## config.mk

```make
export PLATFORM = sky130hd
export DESIGN_NAME = adder_arbiter
export DESIGN_NICKNAME = d
export VERILOG_FILES = /design/src/rtl/adder_arbiter.sv
export SDC_FILE = /design/constraint.sdc
export NUM_CORES = 1
export LEC_CHECK = 0
export CORE_ASPECT_RATIO = 1.1
export CORE_MARGIN = 2
export CORE_UTILIZATION = 30
export DETAILED_ROUTE_END_ITERATION = 6
export PLACE_DENSITY = 0.68
export SYNTH_ARGS = -nofsm -noshare
export SYNTH_HDL_FRONTEND = slang
export SYNTH_SLANG_ARGS = --single-unit
```

## constraint.sdc

```tcl
create_clock -name clk -period 3.45 [get_ports clk]
set_clock_uncertainty 0.1 [all_clocks]
set_input_delay 0.69 -clock clk [delete_from_list [all_inputs] [get_ports clk]]
set_output_delay 0.69 -clock clk [all_outputs]
set_load 0.01 [all_outputs]
```

## src/rtl/adder_arbiter.sv

```systemverilog
// Round-robin sequencer sharing one external combinational adder among NREQ
// requesters; returns a registered sum, a reconstructed carry and the owner index.
module adder_arbiter #(
   parameter int WIDTH = 4,
   parameter int NREQ  = 4,
   parameter int IDW   = 2
) (
   input  logic                  clk,
   input  logic                  rst_n,
   input  logic [NREQ-1:0]       req,
   input  logic [NREQ*WIDTH-1:0] a_in,
   input  logic [NREQ*WIDTH-1:0] b_in,
   output logic [NREQ-1:0]       gnt,
   output logic [WIDTH-1:0]      add_a,
   output logic [WIDTH-1:0]      add_b,
   input  logic [WIDTH-1:0]      add_sum,
   output logic [WIDTH-1:0]      sum_out,
   output logic                  carry_out,
   output logic                  valid,
   output logic [IDW-1:0]        id_out
);
   localparam int PW = IDW + 1;

   typedef enum logic [1:0] {
      IDLE = 2'd0,
      ADD  = 2'd1,
      DONE = 2'd2
   } state_t;

   state_t           state_r;
   state_t           state_nxt_s;
   logic [IDW-1:0]   ptr_r;
   logic [IDW-1:0]   owner_r;
   logic [IDW-1:0]   win_s;
   logic [IDW-1:0]   ptr_nxt_s;
   logic [PW-1:0]    pick_s;
   logic             found_s;
   logic             grant_s;
   logic             capture_s;
   logic [WIDTH-1:0] a_sel_s;
   logic [WIDTH-1:0] b_sel_s;

   // Returns {found, index}: first set request at or after p, wrapping modulo NREQ.
   function automatic logic [PW-1:0] rr_pick(input logic [NREQ-1:0] r, input logic [IDW-1:0] p);
      logic [PW-1:0]   res;
      logic [PW-1:0]   raw;
      logic [PW-1:0]   idx;
      logic [NREQ-1:0] sh;
      res = {PW{1'b0}};
      for (int i = NREQ - 1; i >= 0; i--) begin
         raw = {1'b0, p} + PW'(i);
         idx = (raw >= PW'(NREQ)) ? (raw - PW'(NREQ)) : raw;
         sh  = r >> idx;
         res = sh[0] ? {1'b1, idx[IDW-1:0]} : res;
      end
      return res;
   endfunction

   function automatic logic [IDW-1:0] rr_next(input logic [IDW-1:0] k);
      logic [PW-1:0] inc;
      inc = {1'b0, k} + PW'(1);
      return (inc >= PW'(NREQ)) ? {IDW{1'b0}} : inc[IDW-1:0];
   endfunction

   assign pick_s    = rr_pick(req, ptr_r);
   assign found_s   = pick_s[IDW];
   assign win_s     = pick_s[IDW-1:0];
   assign ptr_nxt_s = rr_next(win_s);

   // Operand selection for the arbitration winner (AND-OR mux).
   always_comb begin
      a_sel_s = {WIDTH{1'b0}};
      b_sel_s = {WIDTH{1'b0}};
      for (int k = 0; k < NREQ; k++) begin
         a_sel_s = a_sel_s | (a_in[k*WIDTH +: WIDTH] & {WIDTH{win_s == IDW'(k)}});
         b_sel_s = b_sel_s | (b_in[k*WIDTH +: WIDTH] & {WIDTH{win_s == IDW'(k)}});
      end
   end

   // FSM state register.
   always_ff @(posedge clk or negedge rst_n) begin
      if (!rst_n) begin
         state_r <= IDLE;
      end else begin
         state_r <= state_nxt_s;
      end
   end

   // FSM next-state logic; DONE re-arbitrates without passing through IDLE.
   always_comb begin
      state_nxt_s = IDLE;
      case (state_r)
         IDLE:    state_nxt_s = found_s ? ADD : IDLE;
         ADD:     state_nxt_s = DONE;
         DONE:    state_nxt_s = found_s ? ADD : IDLE;
         default: state_nxt_s = IDLE;
      endcase
   end

   // FSM output decode: when to grant and when to capture the adder result.
   always_comb begin
      grant_s   = 1'b0;
      capture_s = 1'b0;
      case (state_r)
         IDLE:    grant_s   = found_s;
         ADD:     capture_s = 1'b1;
         DONE:    grant_s   = found_s;
         default: begin
            grant_s   = 1'b0;
            capture_s = 1'b0;
         end
      endcase
   end

   // Datapath and output registers.
   always_ff @(posedge clk or negedge rst_n) begin
      if (!rst_n) begin
         ptr_r     <= {IDW{1'b0}};
         owner_r   <= {IDW{1'b0}};
         gnt       <= {NREQ{1'b0}};
         valid     <= 1'b0;
         add_a     <= {WIDTH{1'b0}};
         add_b     <= {WIDTH{1'b0}};
         sum_out   <= {WIDTH{1'b0}};
         carry_out <= 1'b0;
         id_out    <= {IDW{1'b0}};
      end else begin
         gnt   <= grant_s ? (NREQ'(1) << win_s) : {NREQ{1'b0}};
         valid <= capture_s;
         if (grant_s) begin
            add_a   <= a_sel_s;
            add_b   <= b_sel_s;
            owner_r <= win_s;
            ptr_r   <= ptr_nxt_s;
         end
         if (capture_s) begin
            sum_out   <= add_sum;
            // Modulo sum wrapped past A exactly when the true sum overflowed.
            carry_out <= (add_sum < add_a);
            id_out    <= owner_r;
         end
      end
   end
endmodule

```

==> run_results.csv <==
group,metric,value,unit
run_status,status,"complete, no violations",
hold_path,holdPathStages,2,
critical_path,reg2reg_depth,10,
layout,stdcell_count,259,
logic_synthesis,synth_fp_nets,182,
power,p_switching,0.7916,mW
floorplanning,die-area,0.005411,sq mm
critical_path,reg2reg_to,"add_b[2]$_DFFE_PN0P_",
timing,rsz0062_at_grt,"false",
timing,min_period_over_period,90.32,%
route,drtAntennaViolNets,0,
clock_network,clkTransAtPathRegs,0.09,ns
power,peakVddDrop,0.0003515,V
floorplanning,start_util,31.20,%
clock_network,post-cts-setup-buffers,0,
logic_synthesis,synth_seq_area_share,43.10,%
logic_synthesis,yosys.area_share.xor_xnor,0,%
floorplanning,core,0.004652,sq mm
critical_path,crit_start,"req[3]",
power,finalPower,2.055,mW
route,first_pass_iters,4,
critical_path,rrSetupSlack,0.53,ns
timing,relSlewSlack,56.47,%
logic_synthesis,synth_cell_types,37,
layout,n_antenna_cell,0,
placed_design,placed_cells,255,
clock_network,cts-root-buf,"clkbuf_8",
logic_synthesis,synthAdderAreaFrac,6.897,%
clock_network,hold_buffers,0,
logic_synthesis,synth_area,0.001451,sq mm
route,totalWireLength,3616,um
timing,setup_viol,0,
global_route,grt_pass1_vias,1291,
global_route,grt_pass1_wl,6037,um
layout,area_growth,54.48,%
hold_path,min_to,"add_b[2]$_DFFE_PN0P_",
power,power.density,916.5,mW/mm^2
clock_network,htree_levels,1,
critical_path,arrival,3.17,ns
logic_synthesis,synth_cells,132,
global_route,grt_max_degree,26,
critical_path,crit_path_end_kind,"flop",
placed_design,gp_congestion,0.7873,
route,drt-initial-drc-count,31,
hold_path,min_from,"add_b[2]$_DFFE_PN0P_",
power,pwr-share-seq,25.7,%
timing,worst_slack,0.3338,ns
layout,drive_gt1_share,17.24,%
clock_network,clock_latency,0.27,ns
route,wl_per_cell,13.96,um
critical_path,path_class,"primary input to flop",
floorplanning,fp.dieH,76.95,um
logic_synthesis,synth-simple-area-share,10.69,%
power,p_clk_share,8.8,%
timing,period_needed,3.116,ns
logic_synthesis,avgSynthCellArea,11.00,sq um
global_route,grt.total_usage,13.77,%
placed_design,port_buffers,61,
critical_path,crit_fanout,5,
route,via_per_inst,4.861,
timing,max_slew.worst_pin.slew,0.6516,ns
logic_synthesis,ys_seq_elements,25,
timing,fmax,320.9,MHz
layout,final_util,48.20,%
logic_synthesis,synth_compound_area_share,21.03,%
route,route.vias.total,1259,
clock_network,max-clock-path-buffers,2,
logic_synthesis,synth_warnings,0,
global_route,antenna_found_initial,0,
floorplanning,rows,26,
critical_path,worst_ep_required_time,3.50,ns
power,swShare,38.52,%
placed_design,place_ws,0.02840,ns
clock_network,cts_num_sinks,25,
global_route,overflow,0,
logic_synthesis,synth_top_family_by_area,"compound AO/OA/AOI/OAI gates",
floorplanning,io_pins,62,
layout,layout.nets,254,
power,p_leak,0.9575,nW
timing,drv_slew,0,
hold_path,worst_hold_path_type,"flop to flop",
clock_network,tritoncts,"built",
power,power_frac_comb,65.4,%
timing,finalHoldViolCount,0,
timing,setup-tns-final,0,ns
run,drv_cap,0,
clock_network,cts_buffers,3,
logic_synthesis,synth.area.mux_share,12.59,%
floorplanning,fp.dieW,70.32,um
critical_path,r2r-start,"ptr_r[0]$_DFFE_PN0P_",
critical_path,start_kind,"primary input",
power,intPower,1.263,mW
route,drc,0,
placed_design,dp_hpwl,2890,um
clock_network,postCtsResizedCells,0,
[kinds of logic after synthesis]
group	Yosys count
adder cells (fa/ha/maj)	8
flip-flops	25
multiplexers	15
AO/OA/AOI/OAI	40
AND/OR/NAND/NOR	29
buffers and inverters	15
[flip-flops by register name (all words and copies together) (netlist names)]
signal,cells
carry_out,1
add_b,4
gnt,4
owner_r,2
ptr_r,2
state_r,2
id_out,2
sum_out,4
add_a,4
[worst max-delay path, stage by stage]
cell             delay [ns]
clkdlybuf4s50_1        0.47
or3b_1                 0.35
a32o_1                 0.29
o22ai_2                0.23
mux2_4                 0.35
ha_1                   0.26
a22o_1                 0.19
a221oi_1               0.24
o21ai_0                0.11
[layout make-up]
cell class | count | area [sq um]
multi-input combinational | 92 | 743.2
clock inverter | 1 | 7.507
tap | 56 | 70.07
fill | 436 | 2410
sequential | 25 | 625.6
inverter | 7 | 38.79
clock buffer | 3 | 41.29
timing repair buffer | 75 | 715.7
[Yosys cell counts]
library cell | n | share of area, %
dfrtp_1 | 25 | 43
a22oi_1 | 9 | 4.7
mux2_2 | 9 | 7.0
ha_1 | 8 | 6.9
nor2_1 | 8 | 2.1
nand2_1 | 7 | 1.8
inv_1 | 6 | 1.6
o21ai_0 | 6 | 2.1
clkbuf_1 | 5 | 1.3
a221oi_1 | 4 | 2.4
a22o_1 | 4 | 2.4
and2_1 | 4 | 1.7
a21o_1 | 3 | 1.6
a21oi_1 | 3 | 1.0
a31oi_1 | 3 | 1.3
mux2_1 | 3 | 2.3
buf_2 | 2 | 0.69
nor2b_1 | 2 | 0.86
o22ai_1 | 2 | 0.86
or3b_1 | 2 | 1.2
a211oi_1 | 1 | 0.52
a2bb2oi_1 | 1 | 0.60
a31oi_2 | 1 | 0.86
a32o_1 | 1 | 0.69
buf_8 | 1 | 1.0
clkinv_8 | 1 | 1.1
mux2_4 | 1 | 1.0
mux2i_1 | 1 | 0.69
mux4_2 | 1 | 1.6
nand2b_1 | 1 | 0.43
nand3b_1 | 1 | 0.52
nor2_2 | 1 | 0.43
nor3_1 | 1 | 0.34
o22a_4 | 1 | 1.2
o22ai_2 | 1 | 0.86
or3b_2 | 1 | 0.60
or4b_1 | 1 | 0.69
[through the flow]
step                      hold WS, ns  instance area [sq um]
final                          0.3921                   2242
after global routing           0.4105                   2242
after CTS                      0.3983                   2242
after detailed placement       0.3771                   2193
after global placement         0.3735                   2193
after floorplan                0.2944                   1451
[power groups by stage]
stage	logic (mW)	registers [mW]	clock network, mW
2_1_floorplan	0.793	0.576	0
3_3_place_gp	1.34	0.537	0
3_5_place_dp	1.36	0.540	0
4_1_cts	1.36	0.534	0.187
5_1_grt	1.48	0.557	0.201
6_report	1.34	0.529	0.181
[how the worst max path moves through the flow]
stage / to / slack (ns) / depth (start not counted)
after global placement: add_b[1]$_DFFE_PN0P_ / 0.07 / 9
after floorplan: add_b[0]$_DFFE_PN0P_ / 0.33 / 12
after detailed placement: add_b[2]$_DFFE_PN0P_ / 0.03 / 9
final: add_b[2]$_DFFE_PN0P_ / 0.33 / 9
after CTS: add_b[2]$_DFFE_PN0P_ / 0.32 / 9
after global routing: add_b[2]$_DFFE_PN0P_ / 0.16 / 9
[layout by cell type, fill, tap and decap left out, types with 2 or more instances in the layout]
cell type,count
a221oi_1,4
buf_4,14
nor2_1,8
a22o_1,4
a31oi_1,3
and2_1,4
dfrtp_1,25
o21ai_0,6
a21o_1,3
clkdlybuf4s50_1,61
nor2b_1,2
o22ai_1,2
mux2_1,3
a22oi_1,9
nand2_1,7
ha_1,8
a21oi_1,3
or3b_1,2
mux2_2,9
inv_1,6
clkbuf_8,3
[routing by layer]
layer	track usage, %	wire length, um
met3	2.760	221
met5	0	0
met1	18.70	1696
met4	3.654	17
met2	22.26	1681
Note: power is estimated with default switching activity, not from simulation.
==> variant: new RTL, same flow settings <==
Re-encode `state_t` (3 states) as one-hot, 3 bits wide.
--- a/src/rtl/adder_arbiter.sv
+++ b/src/rtl/adder_arbiter.sv
@@ -22,8 +22,8 @@
    localparam int PW = IDW + 1;
 
-   typedef enum logic [1:0] {
-      IDLE = 2'd0,
-      ADD  = 2'd1,
-      DONE = 2'd2
+   typedef enum logic [2:0] {
+      IDLE = 3'b001,
+      ADD  = 3'b010,
+      DONE = 3'b100
    } state_t;
 
Behaviour: same outputs for any inputs over 10 cycles, from zero or initial values and one cycle with rst_n low; not proved beyond that.
==> variant against the unedited design <==
Sequential cell count is 1 higher; die area grew 3.2%; sequential share of layout area up 1.5 points; hold slack worse by 0.00080 ns; power rose by 4.7%; setup slack worse by 0.12 ns; routed wire length shrank 2.0%; synthesized area increased by 3.4%; final area fell by 1.0%; maximum frequency decreased by 3.7%; count of clock-buffer cells in the layout unchanged; critical path depth unchanged; largest cell class unchanged.
==> variant: results (changes against the unedited design) <==
- The detail-routed via count per cell came to 5.00 (was 4.86).
- The number of antenna diodes is 0 (unchanged).
- The arrival time of the worst setup path came to 3.27 ns (was 3.17 ns).
- The post-placement worst setup slack is -0.0362 ns (was 0.0284 ns).
- The CTS root buffer is clkbuf_8 (unchanged).
- The combined global-route utilization of all metal layers is 0.135 (was 0.138).
- The peak supply drop is 0.000507 V (was 0.000352 V).
- The critical path's slowest cell was clkdlybuf4s50_1 (unchanged).
- The largest incremental delay on the critical path is 0.58 ns (was 0.47 ns).
- The worst hold path startpoint was owner_r[1] (was add_b[2]).
- The class of the worst hold path is reg2reg (unchanged).
- Most instantiated cells after synthesis: dfrtp_1, a22oi_1, nor2_1, a31oi_1, ha_1 (was dfrtp_1, a22oi_1, mux2_2, ha_1, nor2_1).
- The number of nets in the layout is 249 (was 254).
- Run status: finished, final reports clean (unchanged).
- The clock-pin slew on the worst setup and hold paths came to 0.09 ns (about the same).
- The number of unique standard cell types used by synthesis is 43 (was 37).
- The number of global-route vias before repair was 1273 (was 1291).
- The post-synthesis sequential area ratio is 0.435 (was 0.431).
- The sum of net half-perimeters after detailed placement is 2760 um (was 2890 um).
- The number of buffer cells added on primary ports is 61 (unchanged).
- The standby leakage power is 0.941 nW (was 0.958 nW).
- The remaining routing DRC violations is 0 (unchanged).
- Main area contributors after synthesis: dfrtp_1, a22oi_1, ha_1 (was dfrtp_1, mux2_2, ha_1).
- The largest net degree at the start of global routing is 27 (was 26).
- The share of post-route cells with drive strength above 1 is 0.136 (was 0.172).
- The post-CTS resize count is 0 (unchanged).
- The count of warnings emitted by yosys was 0 (unchanged).
- The number of buffers added for setup after CTS came to 0 (unchanged).
- The number of buffers created by CTS came to 3 (unchanged).
- The clock latency on the worst-skew pair is 0.27 ns (about the same).
- The initial antenna violation count is 0 (unchanged).
- The net count of the mapped netlist was 189 (was 182).
- The commonest register cell after synthesis is dfrtp_1 (unchanged).
- The first-pass detailed-route iteration total is 4 (unchanged).
- The launching element of the worst setup path is req[2] (was req[3]).
- The transition at the pin with the smallest max-transition slack is 0.391 ns (was 0.652 ns).
- The async set or reset register ratio after synthesis is 1.00 (unchanged).
- The number of buffers on the longest clock path is 2 (unchanged).
- The source of the worst register-to-register timing path is ptr_r[1] (was ptr_r[0]).
- The placer congestion estimate is 0.768 (was 0.787).
- The global-route wire length before repair is 5990 um (was 6040 um).
- The wire length reported by the detailed router is 3550 um (was 3620 um).
- The count of routing violations after the opening detailed-route iteration is 78 (was 31).
- The total number of H-tree levels was 1 (unchanged).
- The largest fanout of any net on the critical path is 9 (was 5).
## variant: report_power, final
group | total, mW | internal, mW | switching (mW)
logic | 1.34 | 0.681 | 0.657
registers | 0.562 | 0.466 | 0.0956
clock network | 0.251 | 0.155 | 0.0960
## variant: worst max-delay path, delay by kind of cell
kind            cells  cell delay [ns]
simple gates        1             0.35
mux                 2             0.54
compound gates      3             0.63
buf+inv             2             0.70
fa+ha+maj           1             0.35
## variant: path summary, 6_finish.rpt
kind,endpoint,slack (ns),cells after the start
worst max-delay path,add_a[0],0.21,9
worst max register to register,add_a[0],0.56,8
max in group asynchronous,state_r[0],2.29,2
worst min-delay path,owner_r[1],0.39,2
min in group asynchronous,sum_out[2],0.67,2
worst min register to register,owner_r[1],0.39,2
## variant: logic make-up after synthesis
group	count (synthesis)	synth area share
compound gates	42	0.212
simple gates	30	0.106
flops	26	0.435
buf+inv	18	0.0642
mux	14	0.111
fa+ha+maj	8	0.0667
xor+xnor	1	0.00584
## variant: final cells by class
type	instances	area, um2
fill	462	2680
multi-input combinational	95	752
sequential	26	652
timing repair buffer	65	641
tap	58	72.6
clock buffer	3	41.3
inverter	8	31.3
clock inverter	1	30.0
## variant: metal layers
layer	share of wire	GRT usage	wire, um	up-vias
met5	0	0	0	-
met4	0.013	0.0340	45	0
met3	0.061	0.0321	218	6
met2	0.51	0.236	1820	58
met1	0.41	0.165	1460	595
li1	-	-	-	620
## variant: metrics by stage
| stage | hold slack [ns] | util | instance area (um2) | cells |
|---|---|---|---|---|
| final | 0.391 | 0.453 | 2220 | 256 |
| after detailed placement | 0.373 | 0.439 | 2150 | 252 |
| after global placement | 0.367 | 0.439 | 2150 | 252 |
| after global routing | 0.427 | 0.453 | 2220 | 256 |
| after floorplan | 0.294 | - | 1500 | 139 |
| after CTS | 0.394 | 0.453 | 2220 | 256 |
